### config.mk
export PLATFORM = sky130hd
export DESIGN_NAME = alu_issue_ctrl_flat
export DESIGN_NICKNAME = d
export VERILOG_FILES = /design/src/rtl/alu_issue_ctrl_pkg.sv /design/src/rtl/alu_issue_ctrl_if.sv /design/src/rtl/alu_issue_ctrl_regfile.sv /design/src/rtl/alu_issue_ctrl.sv /design/src/flat_wrapper.sv
export SDC_FILE = /design/constraint.sdc
export NUM_CORES = 1
export LEC_CHECK = 0
export BUFFER_PORTS_ARGS = -buffer_cell sky130_fd_sc_hd__buf_4
export CORE_MARGIN = 2
export CORE_UTILIZATION = 29
export DETAILED_ROUTE_END_ITERATION = 16
export HOLD_SLACK_MARGIN = 0.12
export PLACE_DENSITY = 0.48
export REMOVE_ABC_BUFFERS = 1
export SYNTH_ARGS = -nofsm -noshare
export SYNTH_HDL_FRONTEND = slang
export SYNTH_HIERARCHICAL = 1
export SYNTH_SLANG_ARGS = --single-unit
### constraint.sdc
create_clock -name clk -period 1.8 [get_ports clk]
set_input_delay 0.18 -clock clk [delete_from_list [all_inputs] [get_ports clk]]
set_output_delay 0.18 -clock clk [all_outputs]
set_load 0.05 [all_outputs]
### src/rtl/alu_issue_ctrl_pkg.sv
// Shared types for the ALU issue controller.
//   insn_class_t : instruction class field insn[15:14]
//   alu_op_t     : ALU OP_Code values (passed to the ALU unmodified)
//   nzcv_t       : flag word layout, [3]N [2]Z [1]C [0]V
//   state_t      : issue FSM states
//   insn_t       : 16-bit instruction word layout
package alu_issue_ctrl_pkg;

  typedef enum logic [1:0] {
    CLS_ALU_RR = 2'b00,
    CLS_ALU_RI = 2'b01,
    CLS_LDI    = 2'b10,
    CLS_CMP    = 2'b11
  } insn_class_t;

  typedef enum logic [2:0] {
    OP_ADD  = 3'b000,
    OP_SUB  = 3'b001,
    OP_AND  = 3'b010,
    OP_OR   = 3'b011,
    OP_XOR  = 3'b100,
    OP_SHL  = 3'b101,
    OP_SHR  = 3'b110,
    OP_PASS = 3'b111
  } alu_op_t;

  typedef struct packed {
    logic n;
    logic z;
    logic c;
    logic v;
  } nzcv_t;

  typedef enum logic [1:0] {
    ST_IDLE = 2'b00,
    ST_EXEC = 2'b01,
    ST_WB   = 2'b10
  } state_t;

  // rs shares bits [1:0] with the immediate field.
  typedef struct packed {
    insn_class_t cls;
    alu_op_t     op;
    logic [1:0]  rd;
    logic        cond;
    logic [7:0]  imm;
  } insn_t;

  function automatic logic [1:0] insn_rs(input insn_t i);
    return i.imm[1:0];
  endfunction

endpackage

### src/rtl/alu_issue_ctrl_if.sv
// Instruction handshake plus ALU operand/result bus.
//   master : the issue controller (accepts insns, drives ALU operands)
//   slave  : the environment (fetch source and combinational ALU)
//   insn_valid/insn_ready/insn : instruction valid/ready handshake
//   alu_a/alu_b/alu_op         : registered ALU operands and OP_Code
//   alu_result/alu_nzcv        : combinational ALU result and flags
interface alu_issue_if;
  logic        insn_valid;
  logic        insn_ready;
  logic [15:0] insn;
  logic [7:0]  alu_a;
  logic [7:0]  alu_b;
  logic [2:0]  alu_op;
  logic [7:0]  alu_result;
  logic [3:0]  alu_nzcv;

  modport master (
    input  insn_valid, insn, alu_result, alu_nzcv,
    output insn_ready, alu_a, alu_b, alu_op
  );

  modport slave (
    output insn_valid, insn, alu_result, alu_nzcv,
    input  insn_ready, alu_a, alu_b, alu_op
  );
endinterface

### src/rtl/alu_issue_ctrl_regfile.sv
// regfile_4x8: small register file for the issue controller.
//   clk, rst          : clock, synchronous active-high clear of all entries
//   we/waddr/wdata    : single write port
//   raddr_a/rdata_a   : async read port A
//   raddr_b/rdata_b   : async read port B
//   dbg_sel/dbg_data  : async debug read port
module regfile_4x8 #(
  parameter int unsigned DATA_W = 8,
  parameter int unsigned NREGS  = 4
) (
  input  logic                     clk,
  input  logic                     rst,
  input  logic                     we,
  input  logic [$clog2(NREGS)-1:0] waddr,
  input  logic [DATA_W-1:0]        wdata,
  input  logic [$clog2(NREGS)-1:0] raddr_a,
  output logic [DATA_W-1:0]        rdata_a,
  input  logic [$clog2(NREGS)-1:0] raddr_b,
  output logic [DATA_W-1:0]        rdata_b,
  input  logic [$clog2(NREGS)-1:0] dbg_sel,
  output logic [DATA_W-1:0]        dbg_data
);

  logic [DATA_W-1:0] regs_q [NREGS];
  logic [DATA_W-1:0] regs_d [NREGS];

  always_comb begin
    regs_d = regs_q;
    if (we) begin
      regs_d[waddr] = wdata;
    end
  end

  always_ff @(posedge clk) begin
    if (rst) begin
      for (int unsigned i = 0; i < NREGS; i++) begin
        regs_q[i] <= '0;
      end
    end else begin
      regs_q <= regs_d;
    end
  end

  assign rdata_a  = regs_q[raddr_a];
  assign rdata_b  = regs_q[raddr_b];
  assign dbg_data = regs_q[dbg_sel];

endmodule

### src/rtl/alu_issue_ctrl.sv
// alu_issue_ctrl: initiator side of the ALU interface. Accepts one 16-bit
// instruction per three cycles (IDLE -> EXEC -> WB), reads operands from a
// 4x8 register file, drives registered ALU operands, and writes back the
// ALU result / NZCV flags in WB.
//   clk, rst  : rising-edge clock, synchronous active-high reset
//   bus       : alu_issue_if.master (insn handshake + ALU operand/result bus)
//   flags     : architectural NZCV register
//   wb_data   : last value written to a register (held)
//   done      : one-cycle pulse in WB of each retired instruction
//   dbg_sel   : debug register select
//   dbg_data  : combinational read of reg[dbg_sel]
// Build option: ALU_COND_EXEC_EN makes insn[8]=1 instructions conditional on
// Z==0 (sampled in EXEC); when undefined insn[8] is ignored.
module alu_issue_ctrl
  import alu_issue_ctrl_pkg::*;
#(
  parameter int unsigned DATA_W = 8,
  parameter int unsigned NREGS  = 4
) (
  input  logic                     clk,
  input  logic                     rst,
  alu_issue_if.master              bus,
  output logic [3:0]               flags,
  output logic [DATA_W-1:0]        wb_data,
  output logic                     done,
  input  logic [$clog2(NREGS)-1:0] dbg_sel,
  output logic [DATA_W-1:0]        dbg_data
);

  state_t            state_q, state_d;
  insn_t             insn_q, insn_d;
  logic [DATA_W-1:0] alu_a_q, alu_a_d;
  logic [DATA_W-1:0] alu_b_q, alu_b_d;
  alu_op_t           alu_op_q, alu_op_d;
  nzcv_t             flags_q, flags_d;
  logic [DATA_W-1:0] wb_data_q, wb_data_d;

  logic              rf_we;
  logic [DATA_W-1:0] rf_wdata;
  logic [DATA_W-1:0] rd_val;
  logic [DATA_W-1:0] rs_val;
  logic              skip;

`ifdef ALU_COND_EXEC_EN
  logic skip_q, skip_d;
  assign skip = skip_q;

  always_ff @(posedge clk) begin
    if (rst) begin
      skip_q <= 1'b0;
    end else begin
      skip_q <= skip_d;
    end
  end
`else
  logic unused_rsvd;
  assign skip        = 1'b0;
  assign unused_rsvd = insn_q.cond;
`endif

  regfile_4x8 #(
    .DATA_W (DATA_W),
    .NREGS  (NREGS)
  ) u_regfile (
    .clk      (clk),
    .rst      (rst),
    .we       (rf_we),
    .waddr    (insn_q.rd),
    .wdata    (rf_wdata),
    .raddr_a  (insn_q.rd),
    .rdata_a  (rd_val),
    .raddr_b  (insn_rs(insn_q)),
    .rdata_b  (rs_val),
    .dbg_sel  (dbg_sel),
    .dbg_data (dbg_data)
  );

  always_comb begin
    state_d   = state_q;
    insn_d    = insn_q;
    alu_a_d   = alu_a_q;
    alu_b_d   = alu_b_q;
    alu_op_d  = alu_op_q;
    flags_d   = flags_q;
    wb_data_d = wb_data_q;
    rf_we     = 1'b0;
    rf_wdata  = bus.alu_result;
`ifdef ALU_COND_EXEC_EN
    skip_d    = skip_q;
`endif

    unique case (state_q)
      ST_IDLE: begin
        if (bus.insn_valid) begin
          insn_d  = insn_t'(bus.insn);
          state_d = ST_EXEC;
        end
      end
      ST_EXEC: begin
        // LDI leaves the ALU operand registers untouched.
        if (insn_q.cls != CLS_LDI) begin
          alu_a_d  = rd_val;
          alu_b_d  = (insn_q.cls == CLS_ALU_RI) ? insn_q.imm : rs_val;
          alu_op_d = insn_q.op;
        end
`ifdef ALU_COND_EXEC_EN
        skip_d = insn_q.cond & flags_q.z;
`endif
        state_d = ST_WB;
      end
      ST_WB: begin
        if (!skip) begin
          unique case (insn_q.cls)
            CLS_ALU_RR, CLS_ALU_RI: begin
              rf_we     = 1'b1;
              rf_wdata  = bus.alu_result;
              wb_data_d = bus.alu_result;
              flags_d   = nzcv_t'(bus.alu_nzcv);
            end
            CLS_LDI: begin
              rf_we     = 1'b1;
              rf_wdata  = insn_q.imm;
              wb_data_d = insn_q.imm;
            end
            CLS_CMP: begin
              flags_d = nzcv_t'(bus.alu_nzcv);
            end
            default: ;
          endcase
        end
        state_d = ST_IDLE;
      end
      default: state_d = ST_IDLE;
    endcase
  end

  always_ff @(posedge clk) begin
    if (rst) begin
      state_q   <= ST_IDLE;
      insn_q    <= '0;
      alu_a_q   <= '0;
      alu_b_q   <= '0;
      alu_op_q  <= OP_ADD;
      flags_q   <= '0;
      wb_data_q <= '0;
    end else begin
      state_q   <= state_d;
      insn_q    <= insn_d;
      alu_a_q   <= alu_a_d;
      alu_b_q   <= alu_b_d;
      alu_op_q  <= alu_op_d;
      flags_q   <= flags_d;
      wb_data_q <= wb_data_d;
    end
  end

  assign bus.insn_ready = (state_q == ST_IDLE);
  assign bus.alu_a      = alu_a_q;
  assign bus.alu_b      = alu_b_q;
  assign bus.alu_op     = alu_op_q;
  assign flags          = flags_q;
  assign wb_data        = wb_data_q;
  assign done           = (state_q == ST_WB);

endmodule

### src/flat_wrapper.sv
// flat-port wrapper written by rule: the top's interface ports become plain ports
module alu_issue_ctrl_flat import alu_issue_ctrl_pkg::*;
#(
  parameter int unsigned DATA_W = 8,
  parameter int unsigned NREGS  = 4
)
  (clk, rst, flags, wb_data, done, dbg_sel, dbg_data, bus_insn_valid, bus_insn, bus_alu_result, bus_alu_nzcv, bus_insn_ready, bus_alu_a, bus_alu_b, bus_alu_op);
  alu_issue_if bus_i ();
  input  logic clk;
  input  logic rst;
  output logic [3:0] flags;
  output logic [DATA_W-1:0] wb_data;
  output logic done;
  input  logic [$clog2(NREGS)-1:0] dbg_sel;
  output logic [DATA_W-1:0] dbg_data;
  input wire logic [$bits(bus_i.insn_valid)-1:0] bus_insn_valid;
  input wire logic [$bits(bus_i.insn)-1:0] bus_insn;
  input wire logic [$bits(bus_i.alu_result)-1:0] bus_alu_result;
  input wire logic [$bits(bus_i.alu_nzcv)-1:0] bus_alu_nzcv;
  output wire logic [$bits(bus_i.insn_ready)-1:0] bus_insn_ready;
  output wire logic [$bits(bus_i.alu_a)-1:0] bus_alu_a;
  output wire logic [$bits(bus_i.alu_b)-1:0] bus_alu_b;
  output wire logic [$bits(bus_i.alu_op)-1:0] bus_alu_op;
  assign bus_i.insn_valid = bus_insn_valid;
  assign bus_i.insn = bus_insn;
  assign bus_i.alu_result = bus_alu_result;
  assign bus_i.alu_nzcv = bus_alu_nzcv;
  assign bus_insn_ready = bus_i.insn_ready;
  assign bus_alu_a = bus_i.alu_a;
  assign bus_alu_b = bus_i.alu_b;
  assign bus_alu_op = bus_i.alu_op;
  alu_issue_ctrl #(.DATA_W(DATA_W), .NREGS(NREGS)) u_core (.clk(clk), .rst(rst), .bus(bus_i), .flags(flags), .wb_data(wb_data), .done(done), .dbg_sel(dbg_sel), .dbg_data(dbg_data));
endmodule
==> metrics.log <==
INFO  metric clkPwrFrac = 43.4%
INFO  metric maxCapViolCount = 0
INFO  metric crit_fanout = 8
INFO  metric floorplan.initialDensity = 29.5%
INFO  metric synth.yosys.seq_area_share = 41.1%
INFO  metric report.final.hold_viol_count = 0
INFO  metric buffer_ports.inserted = 72
INFO  metric clk_root_buffer_cell = sky130_fd_sc_hd__clkbuf_16
INFO  metric detail_route.wl_per_cell = 17.4 um
INFO  metric grt_max_degree = 54
INFO  metric synth_edf_count = 0
INFO  metric areaGrowthSynthToFinish = 34.3%
INFO  metric syn_area_per_cell = 10.6 sq um
INFO  metric grt_first_pass_wirelength = 17,300 um
INFO  metric first_global_vias = 3,058
INFO  metric setup-violations-final = 0
INFO  metric htreeDepth = 3
INFO  metric detailedRoute.firstPassIterationCount = 4
INFO  metric crit_path_top_delay_cell = sky130_fd_sc_hd__dfxtp_1
INFO  metric routabilityCongestion = 0.790
INFO  metric worst_path_most_repeated_cell = sky130_fd_sc_hd__nand2b_1
INFO  metric power-per-cell-area = 855 mW/mm^2
INFO  metric dieHeight = 120 um
INFO  metric report.power.total = 4470 uW
INFO  metric groute.usage.overall = 16.0%
INFO  metric leftover_overflow_at_the_end_of_global_routing = 0
INFO  metric worstPathArrival = 1900 ps
INFO  metric critPathLaunchType = flip-flop
INFO  metric final_layout_size_suffix_gt1_share = 31.0%
INFO  metric worst_hold_slack = 124 ps
INFO  metric dp.final_hpwl = 7550 um
INFO  metric timing.critical_path.to_type = flip-flop
INFO  metric synth_area = 0.00389 sq mm
INFO  metric clock_insertion_delay_at_the_later_pin_of_the_skew_report = 340 ps
INFO  metric skew = 5.41 ps
INFO  metric dieWidth = 120 um
INFO  metric timing_limited_maximum_frequency = 0.593 GHz
INFO  metric leakage_power_of_the_design = 0.00218 uW
INFO  metric placement_rows = 42
INFO  metric internal_power = 3320 uW
INFO  metric grt_setup_unrepaired = false
INFO  metric maxSlewHeadroom = 66.6%
INFO  metric worst_hold_path_type = primary input to flip-flop
INFO  metric timing_worst_slew_pin_value = 501 ps
INFO  metric wirelength = 11,200 um
INFO  metric yosys-top-cells-area = sky130_fd_sc_hd__dfxtp_1, sky130_fd_sc_hd__mux2i_1, sky130_fd_sc_hd__mux4_2
INFO  metric ys_ff_latch = 80
INFO  metric worstSetupPathType = flip-flop to flip-flop
INFO  metric synth_largest_type_area_fraction = 41.1%
INFO  metric power_frac_comb = 14.6%
INFO  metric dr_total_vias = 3,109
INFO  metric critical_path.n_buffers_inverters = 0
INFO  metric antenna-diode-count = 0
INFO  metric fp.dieArea = 0.0144 sq mm
INFO  metric sequence_of_cells_on_the_critical_path = nand2b_1 -> nor2_4 -> mux2_2 -> nand2b_1 -> mux2i_1
INFO  metric asyncSetResetFlopFracSynth = 0%
INFO  metric synthCells = 367
INFO  metric ys_dominant_reg_cell = sky130_fd_sc_hd__dfxtp_1
INFO  metric run_status = finished clean
INFO  metric vdd_drop_max = 0.461 mV
INFO  metric synth.yosys.warnings = 6
INFO  metric crit_required = 2020 ps
INFO  metric critPathMaxStageDelay = 410 ps
INFO  metric numClockSinks = 80
INFO  metric num_io_pins = 74
INFO  metric place_ws = 147 ps
INFO  metric first_iter_violations = 151
INFO  metric fin_crit = 1690 ps
INFO  metric yosys-top-cells-count = sky130_fd_sc_hd__dfxtp_1, sky130_fd_sc_hd__mux2i_1, sky130_fd_sc_hd__nand2b_1, sky130_fd_sc_hd__a21oi_1, sky130_fd_sc_hd__mux4_2
INFO  metric post-synth-top-area-cell = sky130_fd_sc_hd__dfxtp_1
INFO  metric coreArea = 0.0132 sq mm
INFO  metric cpLargestDelayFamily = simple AND/OR/NAND/NOR gates
INFO  metric yosysMostFrequentCell = sky130_fd_sc_hd__dfxtp_1
INFO  metric clock_tree.buffer_depth = 2
INFO  metric via_density = 4.84
INFO  metric timing.final.max_slew_violations = 0
INFO  metric design_area = 0.00523 sq mm
INFO  metric timing.final.ws_setup = 115 ps
INFO  metric yosys.cell_types.count = 27
INFO  metric ant_nets = 0
INFO  metric detail_route.drc_violations = 0
INFO  metric clock_tree_from_tritoncts = done
INFO  metric power_dissipated_by_switching_net_loads = 1150 uW
INFO  metric swShare = 25.8%
INFO  metric tritoncts.num_buffers = 9
INFO  metric power.sequential.fraction = 41.9%
INFO  metric dpl-instance-area = 0.00472 sq mm
INFO  metric grt_antenna_before_repair = 0
INFO  metric clk_pin_slew = 60 ps
INFO  metric num-nets-final = 496
INFO  metric final_min_period_over_clock_period = 93.6%
-- worst reg2reg max path: cells and delay by family, from the launching register on --
family / cells / cell delay (ps)
flip-flops: 1 / 410
AND/OR/NAND/NOR: 3 / 660
multiplexers: 2 / 490
-- routing by layer --
metal / track usage, % / part of all wire, % / vias to the layer above
li1: - / - / 1523
met1: 22.1 / 47 / 1505
met2: 25.4 / 47 / 69
met3: 1.81 / 3.6 / 12
met4: 7.13 / 1.9 / 0
met5: 0 / 0 / -
-- layout by cell type (no fill, tap or decap) --
master	count
sky130_fd_sc_hd__o21ai_0	15
sky130_fd_sc_hd__mux2i_1	55
sky130_fd_sc_hd__nand2b_1	44
sky130_fd_sc_hd__nor2_1	18
sky130_fd_sc_hd__bufinv_16	2
sky130_fd_sc_hd__a21oi_1	31
sky130_fd_sc_hd__nor3b_2	1
sky130_fd_sc_hd__and3b_1	1
sky130_fd_sc_hd__mux2_2	4
sky130_fd_sc_hd__clkbuf_16	9
sky130_fd_sc_hd__nor2b_1	2
sky130_fd_sc_hd__and2b_1	1
sky130_fd_sc_hd__or3b_1	1
sky130_fd_sc_hd__a211oi_1	8
sky130_fd_sc_hd__clkinvlp_4	3
sky130_fd_sc_hd__a311oi_1	8
sky130_fd_sc_hd__nand3_1	16
sky130_fd_sc_hd__clkinv_2	2
sky130_fd_sc_hd__dfxtp_1	80
sky130_fd_sc_hd__mux2_1	4
sky130_fd_sc_hd__mux4_2	24
sky130_fd_sc_hd__nand3b_1	2
sky130_fd_sc_hd__nor2_4	1
sky130_fd_sc_hd__buf_12	4
sky130_fd_sc_hd__buf_4	94
sky130_fd_sc_hd__a21oi_2	1
sky130_fd_sc_hd__dlygate4sd3_1	19
sky130_fd_sc_hd__nand2_1	17
-- sequential cells by signal, indices dropped and copies added, names as in the netlist --
name / count
u_core/wb_data: 8
u_core/bus.alu_a: 8
u_core/bus.alu_b: 8
u_core/flags: 4
u_core/u_regfile/regs_q: 32
u_core/insn_q: 15
u_core/state_q: 2
u_core/bus.alu_op: 3
-- power groups by stage --
stage                     sequential (uW)  clock [uW]  combinational (uW)
final                                1870        1940                 655
after global placement               1910           0                 623
after global routing                 1880        2050                 703
after detailed placement             1910           0                 626
after floorplan                      2010           0                 243
after CTS                            1870        1980                 663
-- final timing paths --
check                                 start                                       end  slack [ps]  cells after the start
max          u_core/state_q[1]$_SDFFE_PP0P_  u_core/u_regfile/regs_q[14]$_SDFFE_PP0P_         110                      5
min                       bus_alu_result[3]            u_core/wb_data[3]$_SDFFE_PP0P_         120                      3
max reg2reg  u_core/state_q[1]$_SDFFE_PP0P_  u_core/u_regfile/regs_q[14]$_SDFFE_PP0P_         110                      5
min reg2reg  u_core/insn_q[13]$_SDFFE_PP0P_         u_core/bus.alu_op[2]$_SDFFE_PP0P_         460                      2
-- logic make-up (layout without fill, tap and decap cells) --
kind of cell / Yosys count / count (layout) / share of synthesized area (%)
and+or+nand+nor: 104 / 104 / 14.3
AOI/OAI and AO/OA: 63 / 63 / 9.48
DFF: 80 / 80 / 41.1
muxes: 87 / 87 / 30.3
buffers and inverters: 33 / 133 / 4.69
-- through the flow --
step	std cells	TNS (ps)	utilization, %
floorplan	335	-13370	-
global placement	608	0	35.8
detailed placement	608	0	35.8
CTS	643	0	39.6
global route	643	0	39.6
finish	643	0	39.6
-- timing repair --
item | 4_1_cts | 5_1_grt
endpoints found under the hold margin | 19 | 0
hold buffers | 19 | 0
gates resized for setup | 1 | 0
setup endpoints to repair | 1 | 0
setup buffers | 1 | 0
-- layout make-up --
cell class | count | area (sq um)
clock buffers | 9 | 225
clock inverters | 6 | 85.1
fillers | 1298 | 7960
inverters | 1 | 7.51
multi-input cells | 254 | 2110
flip-flops and latches | 80 | 1600
well taps | 176 | 220
repair buffers | 117 | 976
No activity file was read; power rests on OpenSTA's default activity.
